## src/rtl/spi_adc_pkg.sv

```systemverilog
// -----------------------------------------------------------------------------
// spi_adc_pkg
// Shared definitions for the SPI ADC read-out controller:
//   - state_t     : frame sequencer states (IDLE, SETUP, HIGH, LOW, DONE)
//   - DEF_DATA_W  : default conversion word width
//   - DEF_CLK_DIV : default clk cycles per SCLK half-period
//   - cnt_w()     : counter width helper that never returns zero
// -----------------------------------------------------------------------------
`timescale 1ns/1ps

package spi_adc_pkg;

    localparam int DEF_DATA_W  = 16;
    localparam int DEF_CLK_DIV = 2;

    typedef enum logic [2:0] {
        IDLE  = 3'd0,
        SETUP = 3'd1,
        HIGH  = 3'd2,
        LOW   = 3'd3,
        DONE  = 3'd4
    } state_t;

    // Bits needed to hold values 0..n-1; at least 1 so a divide-by-1
    // counter still has a legal declaration.
    function automatic int cnt_w(input int n);
        return (n > 1) ? $clog2(n) : 1;
    endfunction

endpackage

```

## src/rtl/spi_adc_if.sv

```systemverilog
// -----------------------------------------------------------------------------
// spi_adc_if
// Bundles the ADC-side SPI pins and the parallel word output of spi_adc.
//   nDRDY   : ADC data-ready, active-low, asynchronous to clk
//   SDIN    : ADC serial data (MISO)
//   SCLK    : serial clock, idles low
//   nCS     : ADC chip select, active-low
//   SDOUT   : MOSI (only when SPI_ADC_SDOUT_EN is defined)
//   drdy    : one-cycle strobe, dataout holds a new word
//   dataout : last captured conversion word
// Modports: master = the controller, slave = the ADC / consumer side.
// Optional feature macro: SPI_ADC_SDOUT_EN.
// -----------------------------------------------------------------------------
`timescale 1ns/1ps

interface spi_adc_if
    import spi_adc_pkg::*;
#(
    parameter int DATA_W = DEF_DATA_W
);

    logic              nDRDY;
    logic              SDIN;
    logic              SCLK;
    logic              nCS;
    logic              drdy;
    logic [DATA_W-1:0] dataout;
`ifdef SPI_ADC_SDOUT_EN
    logic              SDOUT;
`endif

`ifdef SPI_ADC_SDOUT_EN
    modport master (
        input  nDRDY, SDIN,
        output SCLK, nCS, drdy, dataout, SDOUT
    );

    modport slave (
        output nDRDY, SDIN,
        input  SCLK, nCS, drdy, dataout, SDOUT
    );
`else
    modport master (
        input  nDRDY, SDIN,
        output SCLK, nCS, drdy, dataout
    );

    modport slave (
        output nDRDY, SDIN,
        input  SCLK, nCS, drdy, dataout
    );
`endif

endinterface

```

## src/rtl/spi_adc_sync_edge.sv

```systemverilog
// -----------------------------------------------------------------------------
// spi_adc_sync_edge
// Two-flop synchronizer for the asynchronous active-low nDRDY strobe,
// followed by a falling-edge detector.
//   clk     : system clock
//   res     : synchronous reset, active-low
//   async_n : raw asynchronous active-low input
//   fall    : high for one cycle after the synchronized input goes 1 -> 0
// All flops reset to 1 so releasing reset while the input is already low
// never produces a spurious edge.
// -----------------------------------------------------------------------------
`timescale 1ns/1ps

module spi_adc_sync_edge
    import spi_adc_pkg::*;
(
    input  logic clk,
    input  logic res,
    input  logic async_n,
    output logic fall
);

    logic meta;
    logic synced;
    logic prev;

    always_ff @(posedge clk) begin
        if (!res) begin
            meta   <= 1'b1;
            synced <= 1'b1;
            prev   <= 1'b1;
        end else begin
            meta   <= async_n;
            synced <= meta;
            prev   <= synced;
        end
    end

    assign fall = prev & ~synced;

endmodule

```

## src/rtl/spi_adc.sv

```systemverilog
// -----------------------------------------------------------------------------
// spi_adc
// Serial read-out controller for an external SPI ADC. After each falling
// edge of nDRDY it runs one read frame: nCS low, a SETUP half-period, then
// DATA_W SCLK periods sampling SDIN MSB-first on each SCLK rising edge.
// The word appears on dataout together with a one-cycle drdy strobe on the
// same edge that releases nCS.
//
// Ports:
//   clk : system clock (rising edge)
//   res : synchronous reset, active-low
//   bus : spi_adc_if.master (nDRDY, SDIN, SCLK, nCS, drdy, dataout[, SDOUT])
//
// Parameters:
//   DATA_W   : bits per conversion word
//   CLK_DIV  : clk cycles per SCLK half-period (minimum 1)
//   CMD_WORD : word shifted out on SDOUT (only with SPI_ADC_SDOUT_EN)
//
// Optional feature macro: SPI_ADC_SDOUT_EN adds the SDOUT transmit path.
//
// nCS low time is CLK_DIV + 2*DATA_W*CLK_DIV cycles. nDRDY edges detected
// while a frame is in progress are dropped.
// -----------------------------------------------------------------------------
`timescale 1ns/1ps

module spi_adc
    import spi_adc_pkg::*;
#(
    parameter int DATA_W  = DEF_DATA_W,
    parameter int CLK_DIV = DEF_CLK_DIV
`ifdef SPI_ADC_SDOUT_EN
    ,
    parameter logic [DATA_W-1:0] CMD_WORD = '0
`endif
)
(
    input  logic       clk,
    input  logic       res,
    spi_adc_if.master  bus
);

    localparam int DIV_W = cnt_w(CLK_DIV);
    localparam int BIT_W = cnt_w(DATA_W + 1);

    localparam logic [DIV_W-1:0] DIV_LAST = DIV_W'(CLK_DIV - 1);
    localparam logic [BIT_W-1:0] BIT_LAST = BIT_W'(DATA_W - 1);

    state_t            state;
    logic [DIV_W-1:0]  divcnt;
    logic [BIT_W-1:0]  bitcnt;
    logic [DATA_W-1:0] shreg;

    logic              ncs_r;
    logic              sclk_r;
    logic              drdy_r;
    logic [DATA_W-1:0] dataout_r;

    logic              fall;
    logic              div_last;
    logic              shift_en;

`ifdef SPI_ADC_SDOUT_EN
    logic [DATA_W-1:0] txreg;
    logic              sdout_r;
    logic              tx_load;
    logic              tx_shift;
`endif

    // nDRDY synchronizer and edge detect
    spi_adc_sync_edge u_sync (
        .clk     (clk),
        .res     (res),
        .async_n (bus.nDRDY),
        .fall    (fall)
    );

    assign div_last = (divcnt == DIV_LAST);

    // Sample SDIN on every transition into HIGH: leaving SETUP, or leaving
    // LOW when more bits remain.
    assign shift_en = div_last &&
                      ((state == SETUP) ||
                       ((state == LOW) && (bitcnt != BIT_LAST)));

    // Frame sequencer; all pin outputs are registered here.
    always_ff @(posedge clk) begin
        if (!res) begin
            state     <= IDLE;
            divcnt    <= '0;
            bitcnt    <= '0;
            ncs_r     <= 1'b1;
            sclk_r    <= 1'b0;
            drdy_r    <= 1'b0;
            dataout_r <= '0;
`ifdef SPI_ADC_SDOUT_EN
            sdout_r   <= 1'b0;
`endif
        end else begin
            drdy_r <= 1'b0;

            case (state)
                IDLE: begin
                    ncs_r  <= 1'b1;
                    sclk_r <= 1'b0;
                    if (fall) begin
                        state  <= SETUP;
                        ncs_r  <= 1'b0;
                        bitcnt <= '0;
                        divcnt <= '0;
`ifdef SPI_ADC_SDOUT_EN
                        sdout_r <= CMD_WORD[DATA_W-1];
`endif
                    end
                end

                SETUP: begin
                    if (div_last) begin
                        divcnt <= '0;
                        sclk_r <= 1'b1;
                        state  <= HIGH;
                    end else begin
                        divcnt <= divcnt + 1'b1;
                    end
                end

                HIGH: begin
                    if (div_last) begin
                        divcnt <= '0;
                        sclk_r <= 1'b0;
                        state  <= LOW;
`ifdef SPI_ADC_SDOUT_EN
                        // Next transmit bit, matching the txreg shift below.
                        sdout_r <= txreg[DATA_W-2];
`endif
                    end else begin
                        divcnt <= divcnt + 1'b1;
                    end
                end

                LOW: begin
                    if (div_last) begin
                        divcnt <= '0;
                        bitcnt <= bitcnt + 1'b1;
                        if (bitcnt == BIT_LAST) begin
                            // Last bit already shifted in: close the frame.
                            state     <= DONE;
                            ncs_r     <= 1'b1;
                            drdy_r    <= 1'b1;
                            dataout_r <= shreg;
`ifdef SPI_ADC_SDOUT_EN
                            sdout_r   <= 1'b0;
`endif
                        end else begin
                            sclk_r <= 1'b1;
                            state  <= HIGH;
                        end
                    end else begin
                        divcnt <= divcnt + 1'b1;
                    end
                end

                DONE: begin
                    state <= IDLE;
                end

                default: begin
                    state  <= IDLE;
                    ncs_r  <= 1'b1;
                    sclk_r <= 1'b0;
                end
            endcase
        end
    end

    // Receive shift register; contents are irrelevant until DONE copies
    // them, so it carries no reset.
    always_ff @(posedge clk) begin
        if (shift_en) begin
            shreg <= {shreg[DATA_W-2:0], bus.SDIN};
        end
    end

`ifdef SPI_ADC_SDOUT_EN
    assign tx_load  = (state == IDLE) && fall;
    assign tx_shift = (state == HIGH) && div_last;

    // Transmit shift register: loaded as the frame opens, advanced on
    // each SCLK falling edge.
    always_ff @(posedge clk) begin
        if (tx_load) begin
            txreg <= CMD_WORD;
        end else if (tx_shift) begin
            txreg <= {txreg[DATA_W-2:0], 1'b0};
        end
    end

    assign bus.SDOUT = sdout_r;
`endif

    assign bus.nCS     = ncs_r;
    assign bus.SCLK    = sclk_r;
    assign bus.drdy    = drdy_r;
    assign bus.dataout = dataout_r;

endmodule

```

## src/flat_wrapper.sv

```systemverilog
// flat-port wrapper written by rule: the top's interface ports become plain ports
module spi_adc_flat import spi_adc_pkg::*;
#(
    parameter int DATA_W  = DEF_DATA_W,
    parameter int CLK_DIV = DEF_CLK_DIV

)
  (clk, res, bus_nDRDY, bus_SDIN, bus_SCLK, bus_nCS, bus_drdy, bus_dataout);
  spi_adc_if #(.DATA_W(DATA_W)) bus_i ();
  input  logic clk;
  input  logic res;
  input wire logic [$bits(bus_i.nDRDY)-1:0] bus_nDRDY;
  input wire logic [$bits(bus_i.SDIN)-1:0] bus_SDIN;
  output wire logic [$bits(bus_i.SCLK)-1:0] bus_SCLK;
  output wire logic [$bits(bus_i.nCS)-1:0] bus_nCS;
  output wire logic [$bits(bus_i.drdy)-1:0] bus_drdy;
  output wire logic [$bits(bus_i.dataout)-1:0] bus_dataout;
  assign bus_i.nDRDY = bus_nDRDY;
  assign bus_i.SDIN = bus_SDIN;
  assign bus_SCLK = bus_i.SCLK;
  assign bus_nCS = bus_i.nCS;
  assign bus_drdy = bus_i.drdy;
  assign bus_dataout = bus_i.dataout;
  spi_adc #(.DATA_W(DATA_W), .CLK_DIV(CLK_DIV)) u_core (.clk(clk), .res(res), .bus(bus_i));
endmodule
```

## config.mk

```make
export PLATFORM = sky130hd
export DESIGN_NAME = spi_adc_flat
export DESIGN_NICKNAME = d
export VERILOG_FILES = /design/src/rtl/spi_adc_pkg.sv /design/src/rtl/spi_adc_if.sv /design/src/rtl/spi_adc_sync_edge.sv /design/src/rtl/spi_adc.sv /design/src/flat_wrapper.sv
export SDC_FILE = /design/constraint.sdc
export NUM_CORES = 1
export LEC_CHECK = 0
export ABC_AREA = 1
export CORE_MARGIN = 3
export CORE_UTILIZATION = 48
export DETAILED_ROUTE_END_ITERATION = 16
export PLACE_DENSITY = 0.74
export SLEW_MARGIN = 20
export SYNTH_ARGS = -nofsm -noshare
export SYNTH_HDL_FRONTEND = slang
export SYNTH_HIERARCHICAL = 1
export SYNTH_SLANG_ARGS = --single-unit
```

## constraint.sdc

```tcl
create_clock -name clk -period 1.99 [get_ports clk]
set_input_delay 0.597 -clock clk [delete_from_list [all_inputs] [get_ports clk]]
set_output_delay 0.597 -clock clk [all_outputs]
set_load 0.02 [all_outputs]
```

==> metrics.yaml, run 1 <==
setup-violations-final: 0
skew_ns: 0.00839
p_leak_uw: 0.000911
cts_max_level: 2
cp_cell_sequence: "clkdlybuf4s50_1"
switching_share: 0.284
yosysWarnings: 6
fin_crit_ns: 1.86
ys_ff_latch: 47
fin_nets: 224
synth_edf_count: 16
grt_pass1_vias: 1352
routedWlPerCell_um: 12.4
initial_core_util: 0.514
cts_setup_buffers: 0
critPathMaxFanout: 2
path_class: "reg2out"
ios: 23
cts_buffer_depth: 2
startpoint: "u_core/bus.dataout[13]"
grt_pass1_wl_um: 5690
tightest_slew_ns: 0.300
syn_inst: 190
seqCellArea_um2: 1100
cp.depth: 1
postLayoutSetupSlackWorst_ns: 0.125
cts_resized: 0
ys_seq_area_frac: 0.617
met3_usage: 0.0523
yosys.area.top_type: "dfxtp_1"
die_area_um2: 4480
grt_use_met1: 0.193
power_density_nw_per_um2: 1020
final_cell_mix: "38 x nor2_1, 31 x dfxtp_1, 30 x nand2_1"
grt_max_degree: 19
cp_slowest_cell: "clkdlybuf4s50_1"
critical-path-max-stage-delay_ns: 0.62
p_clk_frac: 0.302
wirelength_um: 3290
die_w_um: 67.0
min_from: "u_core/u_sync/meta"
reg2reg_to: "u_core/shreg[3]"
synth_async_sr_flop_share: 0
synth.cell_area_um2: 1780
cts.clk_slew.worst_paths_ns: 0.09
drtIter0Drc: 73
crit_family: "buffers and inverters"
synthTopCellsByArea: "dfxtp_1 35%, edfxtp_1 27%, nor2_1 8.2%, nand2_1 6.3%, o21ai_0 3.9%"
cp.required_ns: 1.39
cts_hold_buf: 0
worstPathArrival_ns: 1.27
cts_num_sinks: 47
detailedPlace.worstSlack_ns: 0.272
ys_types: 23
place.detailed.hpwl_um: 2230
place.gp.congestion: 0.910
clockRootBuffer: "clkbuf_8"
cts_tree: "built"
grt.busiest_layer: "met2"
start_kind: "flop"
fillers: 312
cts_buffers: 5
drtAntennaViolNets: 0
area_delta_synth_final_pct: 21.9
combPwrFrac: 0.184
multi_input_area_um2: 587
rows: 21
setup_tns_ns: 0
core_um2: 3470
synthDominantCellAreaShare: 0.348
vdd_drop_max_mv: 0.505
path_buf_inv: 1
seqPwrFrac: 0.514
die_h_um: 67.0
slew_headroom: 0.800
r2r_cells: 8
n_antenna_cell: 0
power.net_switching_uw: 630
ys.flop_type: "dfxtp_1"
hp-class: "reg2reg"
clk_latency_ns: 0.30
grtUsageTotal: 0.169
drc: 0
io_buffers: 22
use_met2: 0.295
rsz0062_at_grt: "false"
dr.pass1.iters: 4
outcome: "finished, final reports clean"
antenna_found_initial: 0
hold_slack_ns: 0.434
overflow: 0
min_period_over_period: 0.937
finalHoldViolCount: 0
maxCapViolations: 0
synth_nets: 196
critPathCaptureType: "output port"
viasPerCell: 4.98
drive_gt1_frac: 0.110
endpoint: "bus_dataout[13]"
final_common_cell: "nor2_1"
fmax_mhz: 536
r2r_setup_slack_ns: 0.27
reg2reg_from: "u_core/bitcnt[0]"
via_count: 1321
p_int_uw: 1590
drv_slew: 0
syn_area_per_cell_um2: 9.39
==> routing by layer <==
metal  wire length (um)  part of all wire  up-vias
li1                   -                 -      668
met1               1460              0.44      613
met2               1610              0.49       34
met3                173             0.053        6
met4                 46             0.014        0
met5                  0                 0        -
==> how the worst min path moves through the flow <==
stage,to,depth (start not counted),slack (ns)
5_1_grt,u_core/u_sync/synced,2,0.45
3_3_place_gp,u_core/u_sync/synced,2,0.39
4_1_cts,u_core/u_sync/synced,2,0.44
3_5_place_dp,u_core/u_sync/synced,2,0.42
6_report,u_core/u_sync/synced,2,0.43
2_1_floorplan,u_core/u_sync/synced,2,0.38
==> metrics by stage <==
step                utilization  area, um2  cells  power [uW]
floorplan                     -       1790    190        1450
global placement          0.596       2070    257        1550
finish                    0.627       2170    265        2220
CTS                       0.627       2170    265        2240
global route              0.627       2170    265        2350
detailed placement        0.596       2070    257        1570
==> registers in the layout, summed over array words and instances, names as in the netlist, 3 cells and up <==
name and cells:
u_core/bitcnt 5, u_core/bus.dataout 16, u_core/shreg 16, u_core/state 3
==> power groups by stage <==
stage,clock (uW),combinational (uW),sequential (uW)
after floorplan,0,300,1150
after global placement,0,396,1150
after detailed placement,0,405,1160
after CTS,690,409,1140
after global routing,724,471,1150
final,670,407,1140
==> logic make-up after synthesis <==
| family | after synthesis | share of synthesized area |
|---|---|---|
| flip-flops | 47 | 0.617 |
| AO/OA/AOI/OAI | 27 | 0.0771 |
| adder cells (fa/ha/maj) | 2 | 0.0140 |
| AND/OR/NAND/NOR | 93 | 0.236 |
| buffers and inverters | 21 | 0.0554 |
==> synthesized netlist by cell type, types with 2 or more instances <==
| cell | count |
|---|---|
| nor2_1 | 39 |
| edfxtp_1 | 16 |
| nor2_2 | 8 |
| inv_1 | 15 |
| ha_1 | 2 |
| o21ai_1 | 4 |
| dfxtp_1 | 31 |
| a21oi_1 | 8 |
| nand3_1 | 10 |
| nand2_1 | 30 |
| buf_6 | 2 |
| o21ai_0 | 14 |
==> cell type report <==
| cell class | count | share of cell area |
|---|---|---|
| Timing Repair Buffer | 25 | 0.117 |
| Clock inverter | 3 | 0.0178 |
| Sequential cell | 47 | 0.506 |
| Tap cell | 46 | 0.0265 |
| Clock buffer | 5 | 0.0316 |
| Inverter | 17 | 0.0305 |
| Multi-Input combinational cell | 122 | 0.270 |
Power figures use the tool's default switching activity.
==> run 2, diff against run 1 <==
- ABC_AREA: 1 -> not set
- PLACE_DENSITY: 0.74 -> 0.73
==> run 2 against run 1 <==
Compared with the run above:
- die area rose by 2.3%
- setup slack got worse by 0.0041 ns
- global-route usage rose by 0.98 points
- fmax fell by 0.22%
- combinational power fell by 86%
- non-clock buffer count rose by 5
==> metrics.yaml, run 2 <==
hp-class: "reg2reg"
grt_pass1_wl_um: 5920
synth_async_sr_flop_share: 0
tightest_slew_ns: 0.422
antenna_found_initial: 0
crit_family: "buffers and inverters"
place.detailed.hpwl_um: 2310
r2r_cells: 5
wirelength_um: 3450
cts_resized: 0
synth.cell_area_um2: 1830
ys_types: 31
path_class: "reg2out"
yosys.area.top_type: "dfxtp_1"
power_density_nw_per_um2: 731
setup-violations-final: 0
fin_crit_ns: 1.87
cp_slowest_cell: "clkdlybuf4s50_1"
setup_tns_ns: 0
min_period_over_period: 0.939
finalHoldViolCount: 0
cts_tree: "built"
met3_usage: 0.0599
drtIter0Drc: 34
critPathMaxFanout: 3
detailedPlace.worstSlack_ns: 0.133
skew_ns: 0.00605
worstPathArrival_ns: 1.27
slew_headroom: 0.718
grt_max_degree: 21
die_h_um: 67.7
place.gp.congestion: 0.850
cts_setup_buffers: 0
routedWlPerCell_um: 14.5
io_buffers: 22
drive_gt1_frac: 0.0938
ys_seq_area_frac: 0.602
yosysMostFrequentCell: "dfxtp_1"
die_w_um: 67.7
vdd_drop_max_mv: 0.555
fin_nets: 197
initial_core_util: 0.523
start_kind: "flop"
cts_buffers: 5
grt.busiest_layer: "met2"
cts_num_sinks: 47
critical-path-max-stage-delay_ns: 0.62
area_delta_synth_final_pct: 20.6
drv_slew: 0
clockRootBuffer: "clkbuf_8"
postLayoutSetupSlackWorst_ns: 0.121
cp_cell_sequence: "clkdlybuf4s50_1"
clk_latency_ns: 0.30
yosysWarnings: 6
outcome: "finished, final reports clean"
synth_common_cells: "31 x dfxtp_1, 21 x nand3_1, 18 x a21boi_0"
drc: 0
rsz0062_at_grt: "false"
final_cell_mix: "31 x dfxtp_1, 22 x clkdlybuf4s50_1, 21 x nand3_1"
ys.flop_type: "dfxtp_1"
grtUsageTotal: 0.179
final_common_cell: "dfxtp_1"
synthDominantCellAreaShare: 0.339
cp.depth: 1
cts_hold_buf: 0
viasPerCell: 5.54
synth_nets: 174
grt_pass1_vias: 1295
n_antenna_cell: 0
synth_edf_count: 16
cts_max_level: 2
overflow: 0
rows: 21
critPathCaptureType: "output port"
core_um2: 3490
drtAntennaViolNets: 0
syn_area_per_cell_um2: 10.9
cts_buffer_depth: 2
cts.clk_slew.worst_paths_ns: 0.08
synthTopCellsByArea: "dfxtp_1 34%, edfxtp_1 26%, a21boi_0 7.4%, nand3_1 5.7%, o21ai_0 4.7%"
dr.pass1.iters: 4
cp.required_ns: 1.39
die_area_um2: 4590
ios: 23
via_count: 1318
hold-path-cell-count: 1
maxCapViolations: 0
ys_ff_latch: 47
fmax_mhz: 535
syn_inst: 168
grt_use_met1: 0.210
fillers: 285
p_leak_uw: 0.000724
path_buf_inv: 1
use_met2: 0.304
[run 2: power breakdown]
| group | internal (uW) | leakage [uW] | switching [uW] |
|---|---|---|---|
| registers | 995 | 0.000395 | 8.25 |
| clock network | 245 | 0.0000418 | 306 |
| logic | 27.7 | 0.000288 | 30.7 |
[run 2: through the flow]
| stage | utilization | cells | total power [uW] | hold WS [ns] | instance area [um2] |
|---|---|---|---|---|---|
| floorplan | - | 168 | 1060 | 0.386 | 1840 |
| global placement | 0.606 | 230 | 1080 | 0.397 | 2120 |
| detailed placement | 0.606 | 230 | 1080 | 0.415 | 2120 |
| CTS | 0.631 | 238 | 1630 | 0.448 | 2210 |
| global route | 0.631 | 238 | 1690 | 0.456 | 2210 |
| finish | 0.631 | 238 | 1610 | 0.438 | 2210 |
[run 2: worst paths after layout]
check / from / endpoint / slack, ns
max: u_core/bus.SCLK / bus_SCLK / 0.12
min: u_core/u_sync/meta / u_core/u_sync/synced / 0.44
max reg2reg: u_core/bitcnt[0] / u_core/shreg[8] / 0.15
min reg2reg: u_core/u_sync/meta / u_core/u_sync/synced / 0.44
[run 2: area by class of cell]
type                    count  area [um2]  area share
inverters                   3        11.3     0.00510
clock inverters             3        20.0     0.00908
repair buffers             30         280       0.127
flip-flops and latches     47        1100       0.499
multi-input cells         104         667       0.302
clock buffers               5        68.8      0.0312
well taps                  46        57.6      0.0261
[run 2: kinds of logic (layout without fill, tap and decap cells)]
logic type                 after synthesis  after routing  synth area share
muxes                                    2              2            0.0109
buffers and inverters                   17             41            0.0376
adders and majority gates                2              2            0.0137
AOI/OAI and AO/OA                       48             48             0.170
and+or+nand+nor                         52             52             0.166
DFF                                     47             47             0.602
[run 2: metal layers]
metal	part of all wire	wire, um
met4	0.014	48
met3	0.038	130
met1	0.45	1570
met2	0.49	1700
met5	0	0
==> run 3, diff against run 2 <==
- CORE_UTILIZATION: 48 -> 51
- CTS_BUF_LIST: not set -> sky130_fd_sc_hd__clkbuf_4
- PLACE_DENSITY: 0.73 -> 0.77
==> run 3 against run 2 <==
Compared with the run above:
- global-route usage about the same
- highest routed layer unchanged
- flip-flop and latch count unchanged
- first-iteration DRC count increased by 24%
- critical path type unchanged
- largest cell class unchanged
- setup slack got worse by 0.048 ns
- clock skew increased by 0.0047 ns
==> metrics.yaml, run 3 (synthesis gave the netlist of run 2 again) <==
hold-path-cell-count: 1
initial_core_util: 0.540
skew_ns: 0.0108
cp.required_ns: 1.39
cts.clk_slew.worst_paths_ns: 0.14
maxCapViolations: 0
tightest_slew_ns: 0.584
r2r_setup_slack_ns: 0.13
r2r_cells: 5
grt_max_degree: 21
fin_nets: 196
slew_headroom: 0.611
vdd_drop_max_mv: 0.545
p_clk_frac: 0.300
rsz0062_at_grt: "false"
io_buffers: 22
grt_pass1_wl_um: 5780
cts_max_level: 2
final_common_cell: "dfxtp_1"
placed_cell_area_um2: 2110
drtAntennaViolNets: 0
cts_buffer_depth: 2
clk_latency_ns: 0.36
postLayoutCoreUtil: 0.647
cp_cell_sequence: "clkdlybuf4s50_1"
placedCellCount: 229
clockRootBuffer: "clkbuf_4"
via_count: 1337
drtIter0Drc: 42
setup_tns_ns: 0
cp_slowest_cell: "clkdlybuf4s50_1"
die_area_um2: 4340
finalHoldViolCount: 0
power_density_nw_per_um2: 690
drv_slew: 0
switching_share: 0.221
ios: 23
drc: 0
crit_family: "buffers and inverters"
rows: 21
p_int_uw: 1180
area_delta_synth_final_pct: 19.9
fin_crit_ns: 1.92
viasPerCell: 5.64
min_period_over_period: 0.964
cts_buffers: 5
place.detailed.hpwl_um: 2320
combPwrFrac: 0.034
outcome: "finished, final reports clean"
hp-class: "reg2reg"
place.gp.congestion: 0.858
grtUsageTotal: 0.179
drive_gt1_frac: 0.0942
path_class: "reg2out"
reg2reg_from: "u_core/bitcnt[0]"
overflow: 0
dr.pass1.iters: 4
cts_num_sinks: 47
routedWlPerCell_um: 14.1
seqPwrFrac: 0.666
fin_cells: 237
wirelength_um: 3350
critical-path-max-stage-delay_ns: 0.60
p_leak_uw: 0.000860
start_kind: "flop"
n_antenna_cell: 0
hold_slack_ns: 0.415
power.net_switching_uw: 335
setup-violations-final: 0
core_um2: 3390
die_w_um: 65.9
critPathCaptureType: "output port"
grt_pass1_vias: 1284
path_buf_inv: 1
min_to: "u_core/u_sync/synced"
stdcell_area_um2: 2190
die_h_um: 65.9
cts_tree: "built"
critPathMaxFanout: 2
final_cell_mix: "31 x dfxtp_1, 21 x nand3_1, 18 x a21boi_0"
worstPathArrival_ns: 1.32
min_from: "u_core/u_sync/meta"
antenna_found_initial: 0
fillers: 261
reg2reg_to: "u_core/shreg[11]"
fmax_mhz: 521
run 3: changes by cell type in the layout (fill, tap and decap cells not counted):
| cell | delta |
|---|---|
| dlymetal6s2s_1 | +9 |
| clkbuf_8 | -5 |
| clkinv_1 | -1 |
| clkdlybuf4s50_1 | -9 |
| buf_4 | -1 |
| clkinv_4 | -1 |
| inv_6 | +1 |
| clkbuf_4 | +6 |
run 3: power groups by stage:
stage / registers (uW) / logic (uW) / clock network, uW
6_report: 1010 / 51.3 / 454
5_1_grt: 1010 / 57.9 / 524
4_1_cts: 1010 / 51.7 / 471
3_5_place_dp: 1030 / 51.7 / 0
3_3_place_gp: 1030 / 50.6 / 0
2_1_floorplan: 1020 / 42.2 / 0
run 3: how the worst max path moves through the flow:
| stage | cells past startpoint | startpoint | end |
|---|---|---|---|
| global route | 1 | u_core/bus.dataout[1] | bus_dataout[1] |
| CTS | 1 | u_core/bus.nCS | bus_nCS |
| finish | 1 | u_core/bus.dataout[0] | bus_dataout[0] |
| floorplan | 6 | u_core/bitcnt[0] | u_core/shreg[0] |
| detailed placement | 5 | u_core/bitcnt[0] | u_core/shreg[1] |
| global placement | 5 | u_core/bitcnt[0] | u_core/shreg[0] |
run 3: layout make-up:
class                           count  area, um2  share of cell area
Multi-Input combinational cell    104        667               0.304
Tap cell                           46       57.6              0.0262
Sequential cell                    47       1100               0.502
Clock buffer                        6       45.0              0.0205
Clock inverter                      2       16.3             0.00742
Inverter                            3       11.3             0.00513
Timing Repair Buffer               29        295               0.135
run 3: timing repair:
| action | in CTS | in global routing |
|---|---|---|
| gates resized for setup | 0 | 9 |
| endpoints found under the setup margin | 0 | 9 |
| setup buffers | 0 | 0 |
| hold buffers | 0 | 0 |
run 3: through the flow:
step | power, uW | setup slack, ns
floorplan | 1060 | 0.0911
global placement | 1080 | 0.215
detailed placement | 1080 | 0.109
CTS | 1530 | 0.00974
global route | 1590 | 0.00509
finish | 1510 | 0.0724
run 3: metal layers:
layer,track usage,share of wire,vias up,wire length (um)
met5,0,0,-,0
met4,0.0596,0.015,0,51
met3,0.0697,0.059,8,196
met2,0.295,0.50,38,1670
met1,0.212,0.43,632,1430
li1,-,-,659,-
